### config.mk
export PLATFORM = sky130hd
export DESIGN_NAME = mult_arbiter
export DESIGN_NICKNAME = d
export VERILOG_FILES = /design/src/rtl/mult_arbiter_pkg.sv /design/src/rtl/rr_arbiter.sv /design/src/rtl/mult_arbiter.sv
export SDC_FILE = /design/constraint.sdc
export NUM_CORES = 1
export LEC_CHECK = 0
export ABC_CLOCK_PERIOD_IN_PS = 5400
export CAP_MARGIN = 15
export CORE_AREA = 2 2 153 155
export DETAILED_ROUTE_END_ITERATION = 6
export DIE_AREA = 0 0 155 157
export DONT_BUFFER_PORTS = 1
export GPL_TIMING_DRIVEN = 0
export PLACE_DENSITY = 0.57
export SYNTH_ARGS = -nofsm -noshare
export SYNTH_HDL_FRONTEND = slang
export SYNTH_SLANG_ARGS = --single-unit
### constraint.sdc
create_clock -name clk -period 5.4 [get_ports clk]
set_clock_uncertainty 0.05 [all_clocks]
set_input_delay 1.35 -clock clk [delete_from_list [all_inputs] [get_ports clk]]
set_output_delay 1.35 -clock clk [all_outputs]
set_load 0.02 [all_outputs]
### src/rtl/mult_arbiter_pkg.sv
// Shared definitions for the multiplier arbiter: FSM state encoding and
// the default operand/result width of the shared `multu` instance.
package mult_arbiter_pkg;

  localparam int unsigned DEFAULT_WIDTH = 32;

  typedef enum logic [1:0] {
    ST_IDLE   = 2'd0,
    ST_LAUNCH = 2'd1,
    ST_WAIT   = 2'd2,
    ST_RESP   = 2'd3
  } arb_state_t;

endpackage : mult_arbiter_pkg

### src/rtl/rr_arbiter.sv
// Combinational round-robin arbiter: grants the first set request at or
// above the pointer, searching upward with wraparound.
// Ports:
//   req         in   NUM_REQ  request vector
//   ptr         in   IDX_W    highest-priority index (must be < NUM_REQ)
//   gnt_valid_c out  1        any request granted
//   gnt_oh_c    out  NUM_REQ  one-hot grant
//   gnt_idx_c   out  IDX_W    binary grant index
module rr_arbiter #(
  parameter int unsigned NUM_REQ = 4,
  parameter int unsigned IDX_W   = (NUM_REQ > 1) ? $clog2(NUM_REQ) : 1
) (
  input  logic [NUM_REQ-1:0] req,
  input  logic [IDX_W-1:0]   ptr,
  output logic               gnt_valid_c,
  output logic [NUM_REQ-1:0] gnt_oh_c,
  output logic [IDX_W-1:0]   gnt_idx_c
);

  // One extra bit so ptr + offset cannot overflow before the wrap.
  logic [IDX_W:0] cand;

  // Scan NUM_REQ candidates starting at ptr; first hit wins.
  always_comb begin
    gnt_valid_c = 1'b0;
    gnt_oh_c    = '0;
    gnt_idx_c   = '0;
    cand        = '0;
    for (int unsigned i = 0; i < NUM_REQ; i++) begin
      cand = {1'b0, ptr} + (IDX_W+1)'(i);
      if (cand >= (IDX_W+1)'(NUM_REQ)) begin
        cand = cand - (IDX_W+1)'(NUM_REQ);
      end
      if (!gnt_valid_c && req[cand[IDX_W-1:0]]) begin
        gnt_valid_c                = 1'b1;
        gnt_idx_c                  = cand[IDX_W-1:0];
        gnt_oh_c[cand[IDX_W-1:0]] = 1'b1;
      end
    end
  end

endmodule : rr_arbiter

### src/rtl/mult_arbiter.sv
// Shares one iterative unsigned multiplier (`multu`) among NUM_REQ
// requesters: round-robin grant, operand capture, one-cycle doMult launch,
// completion detection on a level done signal, and result return.
// Optional watchdog enabled by defining MULT_ARB_TIMEOUT_EN.
// Ports:
//   clk, reset  in   clock (rising edge), async active-high reset
//   req_valid   in   NUM_REQ        per-requester request, held until response
//   req_a/req_b in   NUM_REQ*WIDTH  packed operands, requester i at [i*WIDTH +: WIDTH]
//   resp_valid  out  NUM_REQ        one-cycle completion pulse
//   resp_data   out  WIDTH          product, holds between responses
//   resp_err    out  1              timeout flag, qualified by resp_valid
//   busy        out  1              grant through response cycle
//   m_a/m_b     out  WIDTH          multiplier operands
//   m_doMult    out  1              multiplier launch pulse
//   m_out       in   WIDTH          multiplier result
//   m_done      in   1              multiplier done level
module mult_arbiter
  import mult_arbiter_pkg::*;
#(
  parameter int unsigned NUM_REQ        = 4,
  parameter int unsigned WIDTH          = DEFAULT_WIDTH,
  parameter int unsigned TIMEOUT_CYCLES = 64
) (
  input  logic                     clk,
  input  logic                     reset,
  input  logic [NUM_REQ-1:0]       req_valid,
  input  logic [NUM_REQ*WIDTH-1:0] req_a,
  input  logic [NUM_REQ*WIDTH-1:0] req_b,
  output logic [NUM_REQ-1:0]       resp_valid,
  output logic [WIDTH-1:0]         resp_data,
  output logic                     resp_err,
  output logic                     busy,
  output logic [WIDTH-1:0]         m_a,
  output logic [WIDTH-1:0]         m_b,
  output logic                     m_doMult,
  input  logic [WIDTH-1:0]         m_out,
  input  logic                     m_done
);

  localparam int unsigned IDX_W = $clog2(NUM_REQ);

  arb_state_t         state_q, state_d;
  logic [IDX_W-1:0]   ptr_q, ptr_d;
  logic [IDX_W-1:0]   gnt_idx_q, gnt_idx_d;
  logic [NUM_REQ-1:0] gnt_oh_q, gnt_oh_d;
  logic               armed_q, armed_d;
  logic [WIDTH-1:0]   m_a_d, m_b_d, resp_data_d;
  logic               do_mult_d, busy_d;
  logic [NUM_REQ-1:0] resp_valid_d;

  logic               gnt_valid_c;
  logic [NUM_REQ-1:0] gnt_oh_c;
  logic [IDX_W-1:0]   gnt_idx_c;

`ifdef MULT_ARB_TIMEOUT_EN
  localparam int unsigned TO_W = $clog2(TIMEOUT_CYCLES + 1);
  logic [TO_W-1:0] to_cnt_q, to_cnt_d;
  logic            resp_err_d;
`else
  logic unused_timeout_cfg;
  assign unused_timeout_cfg = (TIMEOUT_CYCLES == 0);
  assign resp_err           = 1'b0;
`endif

  // Unpack operand buses so the granted requester can be selected by index.
  logic [WIDTH-1:0] a_arr [NUM_REQ];
  logic [WIDTH-1:0] b_arr [NUM_REQ];
  for (genvar g = 0; g < NUM_REQ; g++) begin : g_unpack
    assign a_arr[g] = req_a[g*WIDTH +: WIDTH];
    assign b_arr[g] = req_b[g*WIDTH +: WIDTH];
  end

  rr_arbiter #(
    .NUM_REQ (NUM_REQ),
    .IDX_W   (IDX_W)
  ) u_rr_arbiter (
    .req         (req_valid),
    .ptr         (ptr_q),
    .gnt_valid_c (gnt_valid_c),
    .gnt_oh_c    (gnt_oh_c),
    .gnt_idx_c   (gnt_idx_c)
  );

  // State register and registered outputs.
  always_ff @(posedge clk or posedge reset) begin
    if (reset) begin
      state_q    <= ST_IDLE;
      ptr_q      <= '0;
      gnt_idx_q  <= '0;
      gnt_oh_q   <= '0;
      armed_q    <= 1'b0;
      m_a        <= '0;
      m_b        <= '0;
      m_doMult   <= 1'b0;
      busy       <= 1'b0;
      resp_valid <= '0;
      resp_data  <= '0;
`ifdef MULT_ARB_TIMEOUT_EN
      to_cnt_q   <= '0;
      resp_err   <= 1'b0;
`endif
    end else begin
      state_q    <= state_d;
      ptr_q      <= ptr_d;
      gnt_idx_q  <= gnt_idx_d;
      gnt_oh_q   <= gnt_oh_d;
      armed_q    <= armed_d;
      m_a        <= m_a_d;
      m_b        <= m_b_d;
      m_doMult   <= do_mult_d;
      busy       <= busy_d;
      resp_valid <= resp_valid_d;
      resp_data  <= resp_data_d;
`ifdef MULT_ARB_TIMEOUT_EN
      to_cnt_q   <= to_cnt_d;
      resp_err   <= resp_err_d;
`endif
    end
  end

  // Next-state and next-output logic.
  always_comb begin
    state_d      = state_q;
    ptr_d        = ptr_q;
    gnt_idx_d    = gnt_idx_q;
    gnt_oh_d     = gnt_oh_q;
    armed_d      = armed_q;
    m_a_d        = m_a;
    m_b_d        = m_b;
    do_mult_d    = 1'b0;
    busy_d       = busy;
    resp_valid_d = '0;
    resp_data_d  = resp_data;
`ifdef MULT_ARB_TIMEOUT_EN
    to_cnt_d     = to_cnt_q;
    resp_err_d   = 1'b0;
`endif

    case (state_q)
      ST_IDLE: begin
        if (gnt_valid_c) begin
          gnt_idx_d = gnt_idx_c;
          gnt_oh_d  = gnt_oh_c;
          m_a_d     = a_arr[gnt_idx_c];
          m_b_d     = b_arr[gnt_idx_c];
          busy_d    = 1'b1;
          do_mult_d = 1'b1;
          state_d   = ST_LAUNCH;
        end
      end

      ST_LAUNCH: begin
        armed_d = 1'b0;
`ifdef MULT_ARB_TIMEOUT_EN
        to_cnt_d = '0;
`endif
        state_d = ST_WAIT;
      end

      // Done is only trusted after it has been seen low once, so a done
      // level left over from the previous operation is not mistaken for ours.
      ST_WAIT: begin
        if (m_done && armed_q) begin
          resp_data_d  = m_out;
          resp_valid_d = gnt_oh_q;
          state_d      = ST_RESP;
        end
`ifdef MULT_ARB_TIMEOUT_EN
        else if (to_cnt_q == TO_W'(TIMEOUT_CYCLES - 1)) begin
          resp_data_d  = '0;
          resp_err_d   = 1'b1;
          resp_valid_d = gnt_oh_q;
          state_d      = ST_RESP;
        end
`endif
        else begin
          if (!m_done) begin
            armed_d = 1'b1;
          end
`ifdef MULT_ARB_TIMEOUT_EN
          to_cnt_d = to_cnt_q + TO_W'(1);
`endif
        end
      end

      ST_RESP: begin
        ptr_d   = (gnt_idx_q == IDX_W'(NUM_REQ - 1)) ? '0 : gnt_idx_q + IDX_W'(1);
        busy_d  = 1'b0;
        state_d = ST_IDLE;
      end

      default: state_d = ST_IDLE;
    endcase
  end

endmodule : mult_arbiter

# After elaboration in Yosys (flattened, before gate mapping)
# Index checks and enable logic that the tools add are counted.
dict set report classes {
  addsub 8
  order_cmp 13
  shift 0
  n_mul 0
  n_reduce_logical 19
  n_bitwise 4
  n_div 0
  eq_ne 8
  muxes 51
}
# operator count
set op_table {}
lappend op_table {{binary-select mux 32 bit (select 2 bit)} 2}
lappend op_table {{two-way mux 32 bit} 4}
lappend op_table {{two-way mux 4 bit} 6}
lappend op_table {{two-way mux 2 bit} 11}
lappend op_table {{two-way mux 1 bit} 17}
lappend op_table {{greater-or-equal comparator 3 bit, second input constant} 4}
lappend op_table {{< comparator 2 x 3 -> 1 bit, second input constant} 4}
lappend op_table {{bitwise OR 4 bit} 3}
lappend op_table {{binary-select mux 1 bit (select 2 bit)} 4}
lappend op_table {{demux 1 bit (select 2 bit)} 4}
lappend op_table {{greater-or-equal comparator 2 x 1 -> 1 bit, second input constant} 4}
lappend op_table {{logical AND 1 bit} 8}
lappend op_table {{!= test 2 bit, second input constant} 4}
lappend op_table {{case mux 2 bit (4 select lines)} 1}
lappend op_table {{AND reduction 2 bit} 4}
lappend op_table {{subtractor 2 x 1 -> 2 bit, second input constant} 4}
lappend op_table {{adder 2 x 2 -> 3 bit, second input constant} 2}
lappend op_table {{== test 2 bit, second input constant} 3}
lappend op_table {{case mux 1 bit (2 select lines)} 2}
lappend op_table {{nonzero test 2 bit} 2}
lappend op_table {{adder 2 x 1 -> 3 bit, second input constant} 1}
lappend op_table {{greater-or-equal comparator 2 x 3 -> 1 bit, second input constant} 1}
lappend op_table {{zero test 1 bit} 3}
lappend op_table {{NOT 2 -> 3 bit} 1}
lappend op_table {{4 further kinds} 4}
dict set report word_totals {
  output_inout_bits 103
  mem_bits_ro 0
  latchBits 0
  ramBits 0
  inputBits 295
  memories 0
  wordCells 114
  ff_bits 113
}

# Depth between registers and ports, before layout
# Gate-level depths: netlist of run 1.
dict set report depth {
  word_depth 18
  depth_mapped 15
  mapped_depth_nobuf 8
}

# Hierarchy
# From an unflattened synthesis of run 1, not the netlist that was laid out.
dict set report hier_totals {
  hier_cells 531
  area_unflattened_um2 6399.9
}
# mod seq_area_each_um2 n_inst cells_per_inst area_per_inst_um2
set modules_own_cells {}
lappend modules_own_cells {mult_arbiter 2827.7 1 486 5980.7}
lappend modules_own_cells {rr_arbiter 0.0 1 45 419.2}

# Worst setup path after synthesis of run 1
# OpenSTA, ideal clock, no wires.
dict set report synth_timing {
  kind {register to register}
  startpoint {register ptr_q[0]}
  endpoint {register m_a[27]}
  arrival_ps 3328
  synth_period_minus_slack_ps 3482
  setup_time_ps 104
  stages_incl_launch_ff 15
  path_buffers 7
  setup_slack_ps 1918
  required_time_ps 5246
  path_cell_list {dfrtp_1 -> buf_2 -> buf_6 -> clkinv_1 -> clkbuf_1 -> ha_1 -> buf_2 -> mux4_2 -> o21bai_1 -> buf_4 -> a21o_4 -> buf_8 -> buf_12 -> mux2i_1 -> a221oi_1}
}
dict set report synth_between {
  elab_chain_cells 18
  elab_cells_between_ends 42
  cone_classes {add/sub: 7; order compare: 4; mux: 23; bitwise: 1; reduce/logical: 7}
}
# element line
set synth_lines {}
lappend synth_lines {{start: declaration} mult_arbiter.sv:43} ;# logic [IDX_W-1:0] ptr_q, ptr_d;
lappend synth_lines {{start signal: assignment} mult_arbiter.sv:104} ;# ptr_q <= ptr_d;
lappend synth_lines {{parallel branches: the longest is 18 deep, another holds adder 2 x 1 -> 3 bit} --}
lappend synth_lines {{end signal: assignment} mult_arbiter.sv:108} ;# m_a <= m_a_d;
lappend synth_lines {{end: declaration} mult_arbiter.sv:33} ;# output logic [WIDTH-1:0] m_a,
# Several ways; the timed one is not identified. The select of a mux whose other input is x is not followed.
# A chain may end at the register's enable or synchronous reset.

# Final worst setup path of run 1
dict set report layout_timing {
  startpoint {register ptr_q[0]}
  endpoint {register m_a[18]}
}
# Same word-level chain as after synthesis.

==> results of run 1 <==
## per-stage QoR
stage | worst slack [ns] | cell area, sq um | hold WS (ns)
after floorplan | 1.01 | 7920 | 0.400
after global placement | -0.607 | 8280 | 0.416
after detailed placement | 1.10 | 8310 | 0.420
after CTS | 1.07 | 8910 | 0.432
after global routing | 0.848 | 8920 | 0.464
final | 1.14 | 8920 | 0.429
## kinds of logic after synthesis
kind of cell / Yosys count / synth area share (%)
buffers and inverters: 99 / 5.99
AOI/OAI and AO/OA: 258 / 22.0
other: 1 / 0.0473
muxes: 138 / 18.4
and+or+nand+nor: 321 / 16.1
DFF: 113 / 35.7
adders and majority gates: 11 / 1.74
## cell type report
type                    instances  area share (%)
repair buffers                  1           0.309
inverters                      13           0.603
flip-flops and latches        113            31.7
diodes                          1          0.0281
multi-input cells             729            51.8
well taps                     285            4.00
clock inverters                 9            1.49
clock buffers                  21            5.28
plain buffers                  86            4.77
## layer usage
| metal | share of wire [%] | routed length, um | track usage, % | vias to the layer above |
|---|---|---|---|---|
| met2 | 50 | 15600 | 43.1 | 473 |
| met1 | 38 | 12000 | 29.1 | 3699 |
| met5 | 0 | 0 | 0 | - |
| li1 | - | - | - | 3457 |
| met4 | 2.8 | 874 | 8.69 | 0 |
| met3 | 9.5 | 2970 | 6.75 | 50 |
## flip-flops by register name (all words and copies together) (netlist names)
| name | cells |
|---|---|
| state_q | 2 |
| resp_data | 32 |
| m_doMult | 1 |
| resp_valid | 4 |
| busy | 1 |
| ptr_q | 2 |
| gnt_idx_q | 2 |
| gnt_oh_q | 4 |
| m_b | 32 |
| m_a | 32 |
| armed_q | 1 |
## cells in the mapped netlist (all sizes together)
cell / instances / area, sq um
nand3: 1 / 5.00
nor3: 31 / 155
and2: 2 / 12.5
a31oi: 31 / 194
o32a: 1 / 10.0
nand2: 171 / 642
o21ai: 45 / 225
clkbuf: 61 / 229
a221oi: 68 / 627
inv: 12 / 45.0
conb: 1 / 3.75
o21bai: 1 / 7.51
nor3b: 1 / 7.51
ha: 11 / 138
a21oi: 68 / 340
o211ai: 1 / 7.51
a22oi: 36 / 270
nor4: 1 / 6.26
mux4: 3 / 67.6
buf: 25 / 196
a21o: 2 / 22.5
a21boi: 1 / 7.51
nand2b: 2 / 12.5
nor2b: 2 / 20.0
mux2i: 102 / 1020
dfrtp: 113 / 2830
o22ai: 3 / 25.0
mux2: 33 / 372
clkinv: 1 / 3.75
nor2: 110 / 413
o31a: 1 / 8.76
## worst min path at each step
stage,to,depth (start not counted),from
2_1_floorplan,gnt_oh_q[0],2,gnt_oh_q[0]
3_3_place_gp,gnt_oh_q[0],2,gnt_oh_q[0]
3_5_place_dp,gnt_oh_q[0],2,gnt_oh_q[0]
4_1_cts,gnt_oh_q[0],2,gnt_oh_q[0]
5_1_grt,resp_valid[1],2,gnt_oh_q[1]
6_report,gnt_oh_q[0],2,gnt_oh_q[0]
## report_power, final
group | internal, mW | switching [mW]
sequential | 1.27 | 0.794
combinational | 1.53 | 2.42
clock | 0.758 | 0.434
## cell usage in the layout (no fill, tap or decap), types with 3 or more instances in the layout
master | netlist | final
nor2_1 | 110 | 110
a221oi_1 | 63 | 63
buf_6 | 4 | 4
o21ai_0 | 43 | 43
a221oi_2 | 5 | 5
ha_1 | 11 | 11
a31oi_1 | 31 | 31
mux2_2 | 33 | 33
clkbuf_16 | 0 | 17
buf_2 | 14 | 14
mux2i_1 | 102 | 102
a22oi_1 | 36 | 36
dfrtp_1 | 113 | 113
bufinv_16 | 0 | 3
nand2_1 | 171 | 171
clkbuf_1 | 61 | 62
mux4_2 | 3 | 3
nor3_1 | 31 | 31
a21oi_1 | 68 | 68
inv_1 | 12 | 11
buf_4 | 3 | 3
clkbuf_8 | 0 | 3
## worst max-delay path, stage by stage (launching register included)
cell,delay (ns)
dfrtp_1,0.40
buf_2,0.21
buf_6,0.16
clkinv_1,0.27
clkbuf_1,0.42
ha_1,0.40
buf_2,0.19
mux4_2,0.63
o21bai_1,0.20
buf_4,0.17
a21o_4,0.22
buf_8,0.16
buf_12,0.16
mux2i_1,0.28
a221oi_1,0.14
==> impl_results.md, run 1 <==
* Status: finished, final reports clean
* Die area at 24300 sq um
* Synth-to-Final Area Change at 12.6%
* Setup tns final at 0 ns
* Max-slew violation count at 0
* Initial core utilization at about a third
* Clock Sinks at around 110
* Worst Hold Class: reg -> reg
* First-pass DRT Iterations at 5
* Num CTS Buffers at 17
* DR vias/cell at between 6 and 7
* GRT Residual Overflow at 0
* Gate Count Post-Synth at about 940
* # Max-Cap Violations at 0
* Pwr/cell area at 807 nW/um^2
* FP Rows at 55
* Final Net Count at roughly 1300
* Yosys reg bits at 113
* PnR Total Power at 7.20 mW
* Period utilization at about four fifths
* CP startpoint kind: register
* Syn_nets at 1247
* Crit path capture: m_a[18]
* Fmax at 235 MHz
* Drc violations at 0
* Ys Warns at 0
* Post-DP HPWL at between 20 and 25 mm
* CTS Buffer Depth at 2
* Sequential share of the synthesized area at roughly 36%
* Post-Place Cells at ~1200
* Static Leak at 3.72 nW
* Initial DRC count at ~630
* Nature of the critical path endpoint: register
* Largest net degree at the start of global routing at 58
* # port buffers at 0
* First-pass GRT wire length at approximately 45 mm
* Routed wire length at approximately 31 mm
* Setup Crit Path Kind: reg -> reg
* Worst skew pair latency at 0.41 ns
* RSZ-0062 raised after global routing: false
* Slew HR at between 50% and 60%
* # fillers at 2310
* Post-CTS Setup Repair Bufs at 0
* Routed wire per std cell at approximately 25 um
* Post-Syn Area per Cell at about 8.4 sq um
* Die width at 155 um
* Detail Route Antenna Nets at 0
* Setup violators final at 0
* Min Tclk post-route at approximately 4.3 ns
* Ports at approximately 400
* Area of the multi-input gates at 4620 sq um
* Synth cell types at slightly above 40
* Synthesized area at 7920 sq um
* CTS tree: yes
* Maximum vdd drop at roughly 380 uV
* Core Box Area at ~23000 sq um
* Worst Setup SP: ptr_q[0]
* Die Y at approximately 160 um
* Resize count post-CTS at 0
* Clock root cell: clkbuf_16
* Worst Tran Pin Value at between 0.7 and 0.8 ns
* GPL Wtd Cong at about 0.9
* Maximum fanout along the worst path at 11
* CP arrival at 4.45 ns
* Htree depth at 4
* RR Startpoint: ptr_q[0]
* Worst-case reg-to-reg path depth at 14
* Vias in the first global route at ~7400
* Via count at around 7700
* Final Instance Count excl. Fillers at around 1300
* Fraction of layout cells with a size suffix above 1 at 10.2%
* Worst reg2reg setup slack at approximately 1.1 ns
* Seq. cell area at 2830 sq um
* Initial antenna violation count at 1
* Clock-pin transition on the worst setup and hold timing paths at approximately 0.060 ns
* Hold Buf Count CTS at 0
* FF-to-FF End: m_a[18]
* Global Route Usage Sum at between 20% and 30%
* Number of hold violations in the final report at 0
* Worst EP required at about 5.6 ns
* Post-layout util at just under 40%
(Power assumes the default switching activity.)
==> run 2: changes to the inputs <==
- ABC_CLOCK_PERIOD_IN_PS: 5400 -> 4100
- clock period: 5.4 -> 4.1 ns (I/O delays scaled with it)
==> run 2 against run 1 <==
- critical path depth stayed put
- highest routed layer unchanged
- global-route usage hardly changed
- routed wire length is essentially flat
- clock-buffer cell count unchanged
- setup slack got worse by 0.87 ns
- hold slack about the same
- largest power group unchanged
- power rose by 32%
==> impl_results.md, run 2 (synthesized netlist as in run 1, its figures left out) <==
* Worst Tran Pin Value at 0.764 ns (+0.0163 ns)
* Worst skew pair latency at 0.41 ns (about the same)
* Fraction of layout cells with a size suffix above 1 at 10.8% (+0.60 points)
* DR vias/cell at 6.10 (about the same)
* Min Tclk post-route at 3.82 ns (-0.432 ns)
* Setup violators final at 0 (unchanged)
* RR Startpoint: ptr_q[0]
* CTS tree: yes
* Largest net degree at the start of global routing at 58 (unchanged)
* Synth-to-Final Area Change at 12.9%
* Top Registers: m_a x32, m_b x32, resp_data x32
* Static Leak at 3.75 nW (+0.58%)
* Global Route Usage Sum at 24.6% (about the same)
* Worst Hold Class: reg -> reg
* CP arrival at 4.02 ns (-0.43 ns)
* Die Y at 157 um (unchanged)
* Seq. cell area at 2830 sq um (unchanged)
* Detail Route Antenna Nets at 0 (unchanged)
* Maximum fanout along the worst path at 11 (unchanged)
* GRT Residual Overflow at 0 (unchanged)
* Ports at 398 (unchanged)
* Initial antenna violation count at 1 (unchanged)
* # Max-Cap Violations at 0 (unchanged)
* Crit path capture: m_a[18]
* Worst EP required at 4.30 ns (-1.29 ns)
* Nature of the critical path endpoint: register
* Fmax at 261 MHz (+11%)
* Routed wire per std cell at 24.9 um (-0.21%)
* Clock-pin transition on the worst setup and hold timing paths at 0.06 ns (about the same)
* # fillers at 2306 (-0.17%)
* CTS Buffer Depth at 2 (unchanged)
* Most frequent cells in the layout: 171 x nand2_1, 113 x dfrtp_1, 110 x nor2_1, 102 x mux2i_1, 68 x a21oi_1
* Met1 usage at 29.1% (unchanged)
* Final Instance Count excl. Fillers at 1260 (+0.16%)
* Period utilization at 93.3% (+14 points)
* Placement-stage cell area at 8310 sq um (unchanged)
* Global Route met2 Usage at 43.1% (about the same)
* Final instance area at 8940 sq um (+0.28%)
* Setup Crit Path Kind: reg -> reg
* Max-slew violation count at 0 (unchanged)
* Die width at 155 um (unchanged)
* Htree depth at 4 (unchanged)
* Clock Sinks at 113 (unchanged)
* Num CTS Buffers at 17 (unchanged)
* FF-to-FF End: m_a[18]
* First-pass GRT wire length at 45.4 mm (about the same)
* RSZ-0062 raised after global routing: false
* Most common cell after layout, fill and taps aside: nand2_1
* Post-DP HPWL at 23.3 mm (unchanged)
* Worst reg2reg setup slack at 0.28 ns (-0.87 ns)
* Worst-case reg-to-reg path depth at 14 (unchanged)
* GPL Wtd Cong at 0.883 (unchanged)
* Maximum vdd drop at 498 uV (+32%)
* Worst Setup SP: ptr_q[0]
* PnR Total Power at 9.52 mW (+32%)
* Post-Place Cells at 1227 (unchanged)
* Vias in the first global route at 7401 (-0.068%)
* Met3 Use GR at 6.75% (unchanged)
* Initial DRC count at 684 (+9.3%)
* Die area at 24300 sq um (unchanged)
* Most crowded layer after global routing: met2
* Initial core utilization at 35.2% (unchanged)
* Area of the multi-input gates at 4620 sq um (unchanged)
* CP startpoint kind: register
* # port buffers at 0 (unchanged)
* Via count at 7690 (+0.14%)
* Slew HR at 49.0% (-1.1 points)
* FP Rows at 55 (unchanged)
* Drc violations at 0 (unchanged)
* Routed wire length at 31.4 mm (about the same)
* First-pass DRT Iterations at 5 (unchanged)
* Clock root cell: clkbuf_16
* Pwr/cell area at 1060 nW/um^2 (+32%)
* Final Net Count at 1269 (+0.16%)
* Setup tns final at 0 ns (unchanged)
* Status: finished, final reports clean
* Core Box Area at 22500 sq um (unchanged)
* Number of hold violations in the final report at 0 (unchanged)
-- run 2: changes by cell type in the layout (fill, tap and decap cells not counted), sizes merged --
| cell | change |
|---|---|
| clkbuf | +1 |
| buf | +1 |
-- run 2: cell type report --
class / count / area share, %
Clock inverter: 9 / 1.48
Clock buffer: 21 / 5.26
Inverter: 13 / 0.616
Tap cell: 285 / 3.99
Timing Repair Buffer: 3 / 0.476
Buffer: 86 / 4.86
Antenna cell: 1 / 0.0280
Sequential cell: 113 / 31.6
Multi-Input combinational cell: 729 / 51.7
-- run 2: how the worst min path moves through the flow --
stage / startpoint / to / cells after the start
after global placement: gnt_oh_q[0] / gnt_oh_q[0] / 2
after CTS: gnt_oh_q[0] / gnt_oh_q[0] / 2
after global routing: gnt_oh_q[1] / resp_valid[1] / 2
after floorplan: gnt_oh_q[0] / gnt_oh_q[0] / 2
after detailed placement: gnt_oh_q[0] / gnt_oh_q[0] / 2
final: gnt_oh_q[0] / gnt_oh_q[0] / 2
-- run 2: what timing repair did --
action	in CTS	in global routing
cloned	0	0
setup buffers	0	2
gates resized for setup	3	5
endpoints found under the setup margin	68	6
hold buffers	0	0
-- run 2: critical path, cell delays in order (launching register included) --
cell	delay, ns
dfrtp_1	0.40
buf_2	0.21
buf_6	0.16
clkinv_2	0.15
clkbuf_4	0.27
ha_1	0.30
buf_2	0.18
mux4_2	0.59
o21bai_1	0.18
buf_4	0.17
a21o_4	0.22
buf_8	0.16
buf_12	0.16
mux2i_1	0.28
a221oi_1	0.14
-- run 2: routing by layer --
metal  vias to the layer above  share of wire, %
li1                       3463                 -
met1                      3701                38
met2                       477                50
met3                        49               9.2
met4                         0               2.7
met5                         -                 0
-- run 2: power by group --
group / internal, mW / leakage (nW) / switching (mW)
sequential: 1.67 / 1.31 / 1.05
clock: 0.998 / 0.291 / 0.574
combinational: 2.04 / 2.14 / 3.19
total: 4.71 / 3.75 / 4.81
-- run 2: through the flow --
step	util (%)	hold WS [ns]	setup WS [ns]
5_1_grt	39.7	0.464	0.00320
4_1_cts	39.6	0.432	0.136
2_1_floorplan	-	0.400	0.0376
3_5_place_dp	36.9	0.420	-0.201
3_3_place_gp	36.8	0.416	-1.58
6_report	39.7	0.429	0.275
==> run 3: changes to the inputs <==
- ABC_AREA: not set -> 1
- ABC_CLOCK_PERIOD_IN_PS: 4100 -> 3700
- CORE_AREA: 2 2 153 155 -> 2 2 155 157
- DIE_AREA: 0 0 155 157 -> 0 0 157 159
- PLACE_DENSITY: 0.57 -> 0.55
- clock period: 4.1 -> 3.7 ns (I/O delays scaled with it)
==> run 3 against run 2 <==
- clock power rose by 8%
- critical path type unchanged
- critical endpoint is now m_a[22]
- hold slack improved by 0.020 ns
- clock-buffer cell count fell by 2
- sequential power rose by 11%
- routed wire length fell by 11%
- synthesized cell count rose by 22%
- flip-flop and latch count did not move
- synthesized area fell by 3.2%
==> impl_results.md, run 3 <==
* Syn_nets at 1454 (+17%)
* Min-Delay Startpoint: gnt_oh_q[2]
* Most common cell after layout, fill and taps aside: nand2_1
* Ports at 398 (unchanged)
* Worst-case reg-to-reg path depth at 14 (unchanged)
* Post-layout util at 37.6% (-2.2 points)
* FF-to-FF End: m_a[22]
* Yosys reg bits at 113 (unchanged)
* Post-DP HPWL at 22.0 mm (-5.7%)
* N_diodes at 0 (-1)
* Pwr/cell area at 1260 nW/um^2 (+18%)
* Die area at 25000 sq um (+2.6%)
* Num CTS Buffers at 17 (unchanged)
* Worst EP required at 3.95 ns (-0.35 ns)
* Post-CTS Setup Repair Bufs at 0 (unchanged)
* Nature of the critical path endpoint: register
* DR vias/cell at 4.79 (-22%)
* Clock Sinks at 113 (unchanged)
* Reported net switching power at 5.99 mW (+25%)
* RSZ-0062 raised after global routing: false
* Predominant post-synthesis flop cell: dfrtp_1
* FP Rows at 56 (+1.8%)
* Clock root cell: clkbuf_16
* Worst skew pair latency at 0.41 ns (about the same)
* CTS Buffer Depth at 2 (unchanged)
* Post-synth top cells: 353 x nand2_1, 247 x inv_1, 237 x nand3_1
* Most frequent cells in the layout: 353 x nand2_1, 246 x inv_1, 237 x nand3_1, 113 x dfrtp_1, 37 x buf_2
* Sequential share of the synthesized area at 36.9% (+1.2 points)
* Drc violations at 0 (unchanged)
* Ys Warns at 0 (unchanged)
* Synth cell types at 29 (-29%)
* Simple-Gate Fraction of Synth Area at 38.1% (+22 points)
* Vias in the first global route at 7071 (-4.5%)
* Clock-pin transition on the worst setup and hold timing paths at 0.06 ns (about the same)
* # port buffers at 0 (unchanged)
* Gate power share at 56.9% (+2.0 points)
* Switch share at 54.7% (+4.2 points)
* GRT Residual Overflow at 0 (unchanged)
* Mux contribution to synthesized area at 4.70% (-14 points)
* First-pass GRT wire length at 40.8 mm (-10%)
* Gate Count Post-Synth at 1148 (+22%)
* Largest family of logic cells by synthesized area: simple AND/OR/NAND/NOR gates
* Die Y at 159 um (+1.3%)
* Post-Syn Area per Cell at 6.68 sq um (-21%)
* Clock share of power at 15.5% (-1.0 points)
* Maximum vdd drop at 477 uV (-4.3%)
* Synth-to-Final Area Change at 13.6%
* Top Registers: m_a x32, m_b x32, resp_data x32
* Adder-cell area share of the yosys netlist at 1.80% (+0.058 points)
* Via count at 7188 (-6.5%)
* Static Leak at 5.01 nW (+34%)
* Yosys top cell area share at 36.9% (+1.2 points)
* # Max-Cap Violations at 0 (unchanged)
* Maximum fanout along the worst path at 10 (-1)
* Largest net degree at the start of global routing at 40 (-31%)
* EDFF count, synth at 0 (unchanged)
* CP arrival at 3.26 ns (-0.76 ns)
* Routed wire length at 27.8 mm (-11%)
* Setup Crit Path Kind: reg -> reg
* Synthesized area at 7670 sq um (-3.2%)
* First-pass DRT Iterations at 5 (unchanged)
* Number of hold violations in the final report at 0 (unchanged)
* Global Route Usage Sum at 21.7% (-2.9 points)
* Worst Hold Path Cells at 2 (unchanged)
* Most frequent cell after synthesis: nand2_1
* WHS Endpoint: resp_valid[2]
* Htree depth at 4 (unchanged)
* Initial antenna violation count at 0 (-1)
* Die width at 157 um (+1.3%)
* XOR/XNOR share of the synthesized area at 0% (unchanged)
* Slew HR at 42.4% (-6.6 points)
* Fmax at 333 MHz (+27%)
* Worst reg2reg setup slack at 0.69 ns (+0.42 ns)
* Period utilization at 81.3% (-12 points)
* RR Startpoint: ptr_q[1]
* Synth Area in Compound Gates at 1.83% (-20 points)
* CP startpoint kind: register
* Fraction of layout cells with a size suffix above 1 at 11.9% (+1.1 points)
* Hold Buf Count CTS at 0 (unchanged)
* Min Tclk post-route at 3.01 ns (-0.817 ns)
* PnR Total Power at 10.9 mW (+15%)
* Setup violators final at 0 (unchanged)
* CTS tree: yes
* Initial core utilization at 33.1% (-2.1 points)
* Reg power frac at 27.6% (-1.0 points)
* Synth area leader: dfrtp_1
* Async SR Flop Fraction at 100% (unchanged)
* Worst Tran Pin Value at 0.862 ns (+0.0978 ns)
* GPL Wtd Cong at 0.838 (-5.1%)
* Detail Route Antenna Nets at 0 (unchanged)
* Core Box Area at 23200 sq um (+3.1%)
* Worst Hold Class: reg -> reg
* Routed wire per std cell at 18.5 um (-26%)
* Setup tns final at 0 ns (unchanged)
* Resize count post-CTS at 0 (-3)
* Final Net Count at 1475 (+16%)
* P_int at 4.96 mW (+5.2%)
* Area contributors post-synth: dfrtp_1 37%, nand2_1 17%, nand3_1 15%
* Status: finished, final reports clean
* Initial DRC count at 425 (-38%)
* Max-slew violation count at 0 (unchanged)
run 3: changes by cell type after synthesis, moves of 63 or more:
cell	before	now
inv_1	12	247
nand3_1	1	237
a221oi_1	63	0
nor2_1	110	11
mux2i_1	102	0
a21oi_1	68	2
nand2_1	171	353
run 3: metal layers:
metal / global-route usage (%) / part of all wire [%] / vias to the layer above
met5: 0 / 0 / -
met3: 5.20 / 6.8 / 27
met1: 25.7 / 41 / 3334
met2: 39.1 / 50 / 314
met4: 5.71 / 1.7 / 0
li1: - / - / 3513
run 3: power groups by stage:
| stage | Sequential, mW | Combinational [mW] | Clock (mW) |
|---|---|---|---|
| 2_1_floorplan | 2.85 | 4.47 | 0 |
| 3_3_place_gp | 3.05 | 6.25 | 0 |
| 3_5_place_dp | 3.05 | 6.33 | 0 |
| 4_1_cts | 3.04 | 6.33 | 1.74 |
| 5_1_grt | 3.09 | 7.05 | 1.80 |
| 6_report | 3.03 | 6.23 | 1.69 |
run 3: final cells by class:
class	instances	area [sq um]
multi-input cells	722	3560
clock inverters	13	149
inverters	251	946
plain buffers	62	335
fillers	2517	14500
clock buffers	19	453
repair buffers	2	40.0
flip-flops and latches	113	2830
well taps	319	399
run 3: worst max-delay path: stages, from the launching register on:
cell     delay, ns
dfrtp_1       0.48
inv_1         0.19
ha_1          0.36
inv_1         0.11
nand3_1       0.10
nand2_2       0.15
a21oi_1       0.09
nand2_1       0.21
buf_2         0.33
buf_2         0.33
nand3_1       0.16
nand3_1       0.14
nand2_1       0.08
nand2_1       0.07
nand2_1       0.05
run 3: worst max path at each step:
stage	startpoint	endpoint	slack (ns)	depth (start not counted)
2_1_floorplan	reset	armed_q	1.35	1
3_3_place_gp	reset	m_a[28]	0.59	1
3_5_place_dp	ptr_q[1]	m_a[22]	0.62	14
4_1_cts	ptr_q[1]	m_a[22]	0.61	14
5_1_grt	ptr_q[1]	m_a[22]	0.39	14
6_report	ptr_q[1]	m_a[22]	0.69	14
run 3: cells by family (layout without fill, tap and decap cells):
group,Yosys count,count (layout)
flops,113,113
buf+inv,313,347
compound gates,25,25
mux,32,32
other cells,1,1
fa+ha+maj,11,11
simple gates,653,653
run 3: per-stage QoR:
step | cells | worst slack (ns) | area [sq um] | hold WS, ns
after floorplan | 1148 | 1.35 | 7670 | 0.410
after global placement | 1467 | 0.588 | 8070 | 0.430
after global routing | 1501 | 0.389 | 8710 | 0.478
after CTS | 1501 | 0.611 | 8710 | 0.449
after detailed placement | 1469 | 0.621 | 8110 | 0.438
final | 1501 | 0.693 | 8710 | 0.449
